$ cat config.mk
export PLATFORM = sky130hd
export DESIGN_NAME = draw_rect_flat
export DESIGN_NICKNAME = d
export VERILOG_FILES = /design/src/rtl/draw_rect_if.sv /design/src/rtl/draw_rect.sv /design/src/flat_wrapper.sv
export SDC_FILE = /design/constraint.sdc
export NUM_CORES = 1
export LEC_CHECK = 0
export BUFFER_PORTS_ARGS = -buffer_cell sky130_fd_sc_hd__buf_2
export CAP_MARGIN = 20
export CELL_PAD_IN_SITES_DETAIL_PLACEMENT = 1
export CELL_PAD_IN_SITES_GLOBAL_PLACEMENT = 1
export CORE_MARGIN = 2
export CORE_UTILIZATION = 43
export DETAILED_ROUTE_END_ITERATION = 7
export PLACE_DENSITY = 0.93
export SETUP_SLACK_MARGIN = 0.02
export SYNTH_ARGS = -nofsm -noshare
export SYNTH_HDL_FRONTEND = slang
export SYNTH_SLANG_ARGS = --single-unit
$ cat constraint.sdc
create_clock -name clock -period 6.18 [get_ports clock]
set_clock_uncertainty 0.1 [all_clocks]
set_input_delay 1.236 -clock clock [delete_from_list [all_inputs] [get_ports clock]]
set_output_delay 1.236 -clock clock [all_outputs]
set_load 0.02 [all_outputs]
$ cat src/rtl/draw_rect_if.sv
`default_nettype none
// ============================================================================
// Module   : draw_rect_if
// Brief    : Request and screen-writer signal bundle for draw_rect.
// Revision : 1.0 - initial release
// ============================================================================
interface draw_rect_if #(
    parameter int WIDTH        = 8,
    parameter int COLOUR_WIDTH = 3
);
    logic                    req_valid;
    logic                    req_ready;
    logic [WIDTH-1:0]        x0;
    logic [WIDTH-1:0]        y0;
    logic [WIDTH-1:0]        x1;
    logic [WIDTH-1:0]        y1;
    logic [COLOUR_WIDTH-1:0] colour;
    logic [1:0]              mode;
    logic                    busy;
    logic                    done;
    logic                    screen_start;
    logic [COLOUR_WIDTH-1:0] new_screen_colour;
    logic [WIDTH-1:0]        screen_x_min;
    logic [WIDTH-1:0]        screen_y_min;
    logic [WIDTH-1:0]        screen_x_range;
    logic [WIDTH-1:0]        screen_y_range;
    logic [WIDTH-1:0]        screen_x;
    logic [WIDTH-1:0]        screen_y;
    logic [COLOUR_WIDTH-1:0] old_screen_colour;
    logic                    screen_done;

    modport slave (
        input  req_valid, x0, y0, x1, y1, colour, mode,
        input  screen_x, screen_y, old_screen_colour, screen_done,
        output req_ready, busy, done, screen_start, new_screen_colour,
        output screen_x_min, screen_y_min, screen_x_range, screen_y_range
    );

    modport master (
        output req_valid, x0, y0, x1, y1, colour, mode,
        output screen_x, screen_y, old_screen_colour, screen_done,
        input  req_ready, busy, done, screen_start, new_screen_colour,
        input  screen_x_min, screen_y_min, screen_x_range, screen_y_range
    );
endinterface
`default_nettype wire

$ cat src/rtl/draw_rect.sv
`default_nettype none
// ============================================================================
// Module   : draw_rect
// Brief    : Normalises and clips a rectangle request, hands it to a screen
//            writer and supplies the per-pixel colour.
// Revision : 1.0 - initial release
// ============================================================================
module draw_rect #(
    parameter int WIDTH        = 8,
    parameter int COLOUR_WIDTH = 3,
    parameter int X_MAX        = 159,
    parameter int Y_MAX        = 119
) (
    input  logic        clock,
    input  logic        resetn,
    draw_rect_if.slave  bus
);
    typedef enum logic [2:0] {
        IDLE   = 3'd0,
        CALC   = 3'd1,
        START  = 3'd2,
        DRAW   = 3'd3,
        FINISH = 3'd4
    } state_t;

    localparam logic [1:0]       c_mode_replace = 2'b00;
    localparam logic [1:0]       c_mode_xor     = 2'b01;
    localparam logic [1:0]       c_mode_checker = 2'b10;
    localparam logic [1:0]       c_mode_noop    = 2'b11;
    localparam logic [WIDTH-1:0] c_x_max        = WIDTH'(X_MAX);
    localparam logic [WIDTH-1:0] c_y_max        = WIDTH'(Y_MAX);

    state_t                  r_state;
    state_t                  w_next;
    logic [WIDTH-1:0]        r_x0, r_y0, r_x1, r_y1;
    logic [COLOUR_WIDTH-1:0] r_colour;
    logic [1:0]              r_mode;
    logic [WIDTH-1:0]        r_x_min, r_y_min, r_x_range, r_y_range;

    logic                    w_ready;
    logic                    w_accept;
    logic                    w_start;
    logic                    w_done;
    logic                    w_empty;
    logic [WIDTH-1:0]        w_xmin, w_xmax_raw, w_xmax;
    logic [WIDTH-1:0]        w_ymin, w_ymax_raw, w_ymax;
    logic [COLOUR_WIDTH-1:0] w_colour;
    logic                    w_unused;

    assign w_ready  = resetn && (r_state == IDLE);
    assign w_accept = w_ready && bus.req_valid;

    assign w_xmin     = (r_x0 < r_x1) ? r_x0 : r_x1;
    assign w_xmax_raw = (r_x0 < r_x1) ? r_x1 : r_x0;
    assign w_ymin     = (r_y0 < r_y1) ? r_y0 : r_y1;
    assign w_ymax_raw = (r_y0 < r_y1) ? r_y1 : r_y0;
    assign w_xmax     = (w_xmax_raw > c_x_max) ? c_x_max : w_xmax_raw;
    assign w_ymax     = (w_ymax_raw > c_y_max) ? c_y_max : w_ymax_raw;
    // A request with an origin off-screen never reaches the writer, so clamping
    // the max alone is enough to keep max >= min for everything that is drawn.
    assign w_empty    = (w_xmin > c_x_max) || (w_ymin > c_y_max) ||
                        (r_mode == c_mode_noop);

    always_ff @(posedge clock) begin
        if (!resetn) begin
            r_state   <= IDLE;
            r_x0      <= '0;
            r_y0      <= '0;
            r_x1      <= '0;
            r_y1      <= '0;
            r_colour  <= '0;
            r_mode    <= c_mode_replace;
            r_x_min   <= '0;
            r_y_min   <= '0;
            r_x_range <= '0;
            r_y_range <= '0;
        end else begin
            r_state <= w_next;
            if (w_accept) begin
                r_x0     <= bus.x0;
                r_y0     <= bus.y0;
                r_x1     <= bus.x1;
                r_y1     <= bus.y1;
                r_colour <= bus.colour;
                r_mode   <= bus.mode;
            end
            // Outputs change only on the CALC->START edge, so they are stable
            // for the whole time the writer is working.
            if (r_state == CALC && !w_empty) begin
                r_x_min   <= w_xmin;
                r_y_min   <= w_ymin;
                r_x_range <= w_xmax - w_xmin;
                r_y_range <= w_ymax - w_ymin;
            end
        end
    end

    always_comb begin
        w_next  = r_state;
        w_start = 1'b0;
        w_done  = 1'b0;
        case (r_state)
            IDLE:    if (w_accept) w_next = CALC;
            CALC:    w_next = w_empty ? FINISH : START;
            START: begin
                w_start = 1'b1;
                w_next  = DRAW;
            end
            DRAW:    if (bus.screen_done) w_next = FINISH;
            FINISH: begin
                w_done = 1'b1;
                w_next = IDLE;
            end
            default: w_next = IDLE;
        endcase
    end

    always_comb begin
        w_colour = r_colour;
        case (r_mode)
            c_mode_replace: w_colour = r_colour;
            c_mode_xor:     w_colour = r_colour ^ bus.old_screen_colour;
            c_mode_checker: w_colour = (bus.screen_x[0] ^ bus.screen_y[0]) ?
                                       bus.old_screen_colour : r_colour;
            default:        w_colour = bus.old_screen_colour;
        endcase
    end

    // Only the low coordinate bits matter for the checker pattern.
    assign w_unused = &{1'b0, bus.screen_x[WIDTH-1:1], bus.screen_y[WIDTH-1:1]};

    assign bus.req_ready         = w_ready;
    assign bus.busy              = resetn && (r_state != IDLE);
    assign bus.done              = resetn && w_done;
    assign bus.screen_start      = resetn && w_start;
    assign bus.new_screen_colour = w_colour;
    assign bus.screen_x_min      = r_x_min;
    assign bus.screen_y_min      = r_y_min;
    assign bus.screen_x_range    = r_x_range;
    assign bus.screen_y_range    = r_y_range;
endmodule
`default_nettype wire

$ cat src/flat_wrapper.sv
// flat-port wrapper written by rule: the top's interface ports become plain ports
module draw_rect_flat 
#(
    parameter int WIDTH        = 8,
    parameter int COLOUR_WIDTH = 3,
    parameter int X_MAX        = 159,
    parameter int Y_MAX        = 119
)
  (clock, resetn, bus_req_valid, bus_x0, bus_y0, bus_x1, bus_y1, bus_colour, bus_mode, bus_screen_x, bus_screen_y, bus_old_screen_colour, bus_screen_done, bus_req_ready, bus_busy, bus_done, bus_screen_start, bus_new_screen_colour, bus_screen_x_min, bus_screen_y_min, bus_screen_x_range, bus_screen_y_range);
  draw_rect_if #(.WIDTH(WIDTH), .COLOUR_WIDTH(COLOUR_WIDTH)) bus_i ();
  input  logic clock;
  input  logic resetn;
  input wire logic [$bits(bus_i.req_valid)-1:0] bus_req_valid;
  input wire logic [$bits(bus_i.x0)-1:0] bus_x0;
  input wire logic [$bits(bus_i.y0)-1:0] bus_y0;
  input wire logic [$bits(bus_i.x1)-1:0] bus_x1;
  input wire logic [$bits(bus_i.y1)-1:0] bus_y1;
  input wire logic [$bits(bus_i.colour)-1:0] bus_colour;
  input wire logic [$bits(bus_i.mode)-1:0] bus_mode;
  input wire logic [$bits(bus_i.screen_x)-1:0] bus_screen_x;
  input wire logic [$bits(bus_i.screen_y)-1:0] bus_screen_y;
  input wire logic [$bits(bus_i.old_screen_colour)-1:0] bus_old_screen_colour;
  input wire logic [$bits(bus_i.screen_done)-1:0] bus_screen_done;
  output wire logic [$bits(bus_i.req_ready)-1:0] bus_req_ready;
  output wire logic [$bits(bus_i.busy)-1:0] bus_busy;
  output wire logic [$bits(bus_i.done)-1:0] bus_done;
  output wire logic [$bits(bus_i.screen_start)-1:0] bus_screen_start;
  output wire logic [$bits(bus_i.new_screen_colour)-1:0] bus_new_screen_colour;
  output wire logic [$bits(bus_i.screen_x_min)-1:0] bus_screen_x_min;
  output wire logic [$bits(bus_i.screen_y_min)-1:0] bus_screen_y_min;
  output wire logic [$bits(bus_i.screen_x_range)-1:0] bus_screen_x_range;
  output wire logic [$bits(bus_i.screen_y_range)-1:0] bus_screen_y_range;
  assign bus_i.req_valid = bus_req_valid;
  assign bus_i.x0 = bus_x0;
  assign bus_i.y0 = bus_y0;
  assign bus_i.x1 = bus_x1;
  assign bus_i.y1 = bus_y1;
  assign bus_i.colour = bus_colour;
  assign bus_i.mode = bus_mode;
  assign bus_i.screen_x = bus_screen_x;
  assign bus_i.screen_y = bus_screen_y;
  assign bus_i.old_screen_colour = bus_old_screen_colour;
  assign bus_i.screen_done = bus_screen_done;
  assign bus_req_ready = bus_i.req_ready;
  assign bus_busy = bus_i.busy;
  assign bus_done = bus_i.done;
  assign bus_screen_start = bus_i.screen_start;
  assign bus_new_screen_colour = bus_i.new_screen_colour;
  assign bus_screen_x_min = bus_i.screen_x_min;
  assign bus_screen_y_min = bus_i.screen_y_min;
  assign bus_screen_x_range = bus_i.screen_x_range;
  assign bus_screen_y_range = bus_i.screen_y_range;
  draw_rect #(.WIDTH(WIDTH), .COLOUR_WIDTH(COLOUR_WIDTH), .X_MAX(X_MAX), .Y_MAX(Y_MAX)) u_core (.clock(clock), .resetn(resetn), .bus(bus_i));
endmodule
==> impl_metrics.py <==
metrics = {
    "placement": {
        "placedCellCount": 694,
        "gp_congestion": 0.850,
        "hpwl_mm": 8.75,
        "io_buffers": 84,
    },
    "worst_setup_path": {
        "end_kind": "flip-flop",
        "max_stage_delay_ps": 430,
        "critPathLaunchType": "flip-flop",
        "worstPathRequired_ps": 6320,
        "cp_slowest_cell": "mux2_2",
        "crit_buf_inv": 2,
        "worstPathMaxFanout": 19,
        "cp_top_family": "compound AO/OA/AOI/OAI gates",
        "critPathKind": "flip-flop to flip-flop",
        "path_cells": "inv_1, ha_1, a21oi_1, o211ai_2, a21oi_2, buf_4, mux2_2, and2_1, ha_1, fa_1, nor2b_1, o21ai_0, a21oi_1, o21ai_0, and3_1, o2111ai_1, o21ai_1",
        "critical_path_arrival_ps": 4410,
    },
    "floorplan": {
        "die-width_um": 103,
        "rows": 36,
        "die_area_um2": 10600,
        "io_pins": 99,
        "start_util_pct": 43.8,
        "core-area_um2": 9640,
        "die_h_um": 103,
    },
    "clock_network": {
        "clockBufferDepth": 2,
        "htreeDepth": 3,
        "cts_hold_buffers": 0,
        "cts_tree": "built",
        "cts_made_buffers": 9,
        "clock_latency_ps": 360,
        "cts_sinks": 72,
        "post_cts_buffers": 0,
        "cts-root-buf": "clkbuf_8",
        "clk_pin_slew_worst_paths_ps": 80,
        "cts_resized": 0,
    },
    "synthesis": {
        "synth-main-ff-cell": "dfxtp_1",
        "synthCells": 506,
        "async_flop_share_pct": 0,
        "synth_seq_cells": 72,
        "yosys_warnings": 0,
        "synth_edf_count": 0,
        "ys_seq_area_share_pct": 34.1,
        "synth.net_count": 596,
        "syn-cell-area_um2": 4230,
        "synth_cell_type_count": 57,
        "syn_avg_cell_area_um2": 8.35,
    },
    "route": {
        "routed_wl_mm": 12.0,
        "drc_errors": 0,
        "drtIter0Drc": 108,
        "vias": 3940,
        "drt-vias-per-instance": 5.55,
        "wl_per_cell_um": 16.9,
        "drt_first_pass_iters": 5,
        "detail-route-antenna-nets": 0,
    },
    "pwr": {
        "p_sw_share_pct": 48.8,
        "p_clk_share_pct": 12.3,
        "p_per_area_nw_per_um2": 606,
        "power.switching_mw": 1.43,
        "p_int_mw": 1.50,
        "pwr-share-comb_pct": 63.5,
        "leakagePower_nw": 2.13,
        "power_mw": 2.93,
        "seqPwrFrac_pct": 24.2,
        "ir_drop_uv": 357,
    },
    "timing": {
        "slew_headroom_pct": 36.2,
        "holdWs_ps": 367,
        "period_share_pct": 69.2,
        "hold_violations": 0,
        "report.final.slew_viol_count": 0,
        "setup_viol": 0,
        "fmax_mhz": 234,
        "totalNegativeSetupSlack_ps": 0,
        "grt_setup_unrepaired": "no",
        "tightest_slew_ps": 957,
        "finalCriticalPeriod_ps": 4280,
    },
    "status": {
        "outcome": "finished, final reports clean",
    },
    "grt": {
        "grt_pass1_wl_mm": 19.7,
        "grt-ovfl-total": 0,
        "grt_use_total_pct": 23.9,
        "first_global_vias": 4066,
        "antenna_found_initial": 0,
        "grt_start_max_net_pins": 52,
    },
    "cells_and_area": {
        "drive_gt1_share_pct": 25.6,
        "finalNonFillerCells": 710,
        "layout_commonest_cell": "nand2_1",
        "diodes": 0,
        "post-route-util_pct": 50.3,
        "layout.nets": 662,
        "syn2layout_area_growth_pct": 14.7,
        "layout.cells.most_common_list": "85 x nand2_1, 84 x buf_2, 72 x dfxtp_1",
    },
    "hold_path": {
        "holdCritPathClass": "flip-flop to flip-flop",
    },
    "flow_run": {
        "maxCapViolCount": 0,
    },
}
## synthesized netlist by cell type (13+ instances only)
cell	count	area, um^2
dfxtp_1	72	1440
o31ai_1	15	113
a21oi_1	46	230
o21ai_0	18	90.1
nor2_1	18	67.6
nand2_1	85	319
ha_1	28	350
clkbuf_1	13	48.8
inv_1	23	86.3
a211oi_2	17	213
nand3_1	41	205
## cells by family (layout without fill, tap and decap cells)
| logic type | Yosys count | count (layout) | share of synthesized area (%) |
|---|---|---|---|
| flip-flops | 72 | 72 | 34.1 |
| adder cells (fa/ha/maj) | 30 | 30 | 9.24 |
| AND/OR/NAND/NOR | 178 | 178 | 19.1 |
| buffers and inverters | 57 | 128 | 6.87 |
| XOR/XNOR | 12 | 12 | 2.49 |
| multiplexers | 16 | 16 | 4.18 |
| AO/OA/AOI/OAI | 141 | 141 | 24.0 |
## stage by stage
step                      worst slack [ps]  cell area (um^2)
after floorplan                       2680              4230
after global placement                2230              4640
after detailed placement              2020              4650
after CTS                             1910              4840
after global routing                  1620              4840
final                                 1900              4840
## routing by layer
| metal | routed length [um] | GRT usage (%) | vias to the layer above |
|---|---|---|---|
| met5 | 0 | 0 | - |
| met4 | 154 | 6.98 | 0 |
| met3 | 462 | 5.02 | 16 |
| met2 | 6620 | 46.2 | 77 |
| met1 | 4790 | 25.8 | 1935 |
| li1 | - | - | 1912 |
## power groups by stage
stage	logic, mW	clock network [mW]	registers [mW]
finish	1.86	0.360	0.711
global route	2.06	0.386	0.726
CTS	1.86	0.370	0.713
detailed placement	1.83	0	0.722
global placement	1.73	0	0.713
floorplan	1.44	0	0.783
## worst paths after layout
check / cells past startpoint / from / to / slack (ps)
worst min register to register: 2 / u_core.bus.screen_y_min[7]$_SDFFE_PN0P_ / u_core.bus.screen_y_min[7]$_SDFFE_PN0P_ / 370
worst min-delay path: 2 / u_core.bus.screen_y_min[7]$_SDFFE_PN0P_ / u_core.bus.screen_y_min[7]$_SDFFE_PN0P_ / 370
worst max-delay path: 17 / u_core.r_x1[7]$_SDFFE_PN0P_ / u_core.bus.screen_x_range[6]$_SDFFE_PN0P_ / 1900
worst max register to register: 17 / u_core.r_x1[7]$_SDFFE_PN0P_ / u_core.bus.screen_x_range[6]$_SDFFE_PN0P_ / 1900
## area by class of cell
type,count,area [um^2]
clock buffers,12,165
clock inverters,4,26.3
fillers,1229,4790
inverters,24,90.1
multi-input cells,377,2500
flip-flops and latches,72,1440
well taps,133,166
repair buffers,88,458
## tightest hold or removal path: stages, from the launching register on
cell	delay [ps]
dfxtp_1	320
nand2_1	70
nor2_1	40
## flip-flops by register name (all words and copies together) (netlist names)
register / flops
u_core.bus.screen_x_min: 8
u_core.bus.screen_x_range: 8
u_core.bus.screen_y_min: 8
u_core.bus.screen_y_range: 8
u_core.r_x0: 8
u_core.r_x1: 8
u_core.r_y0: 8
u_core.r_y1: 8
u_core.r_colour: 3
u_core.r_state: 3
u_core.r_mode: 2
No activity file was read; power rests on OpenSTA's default activity.
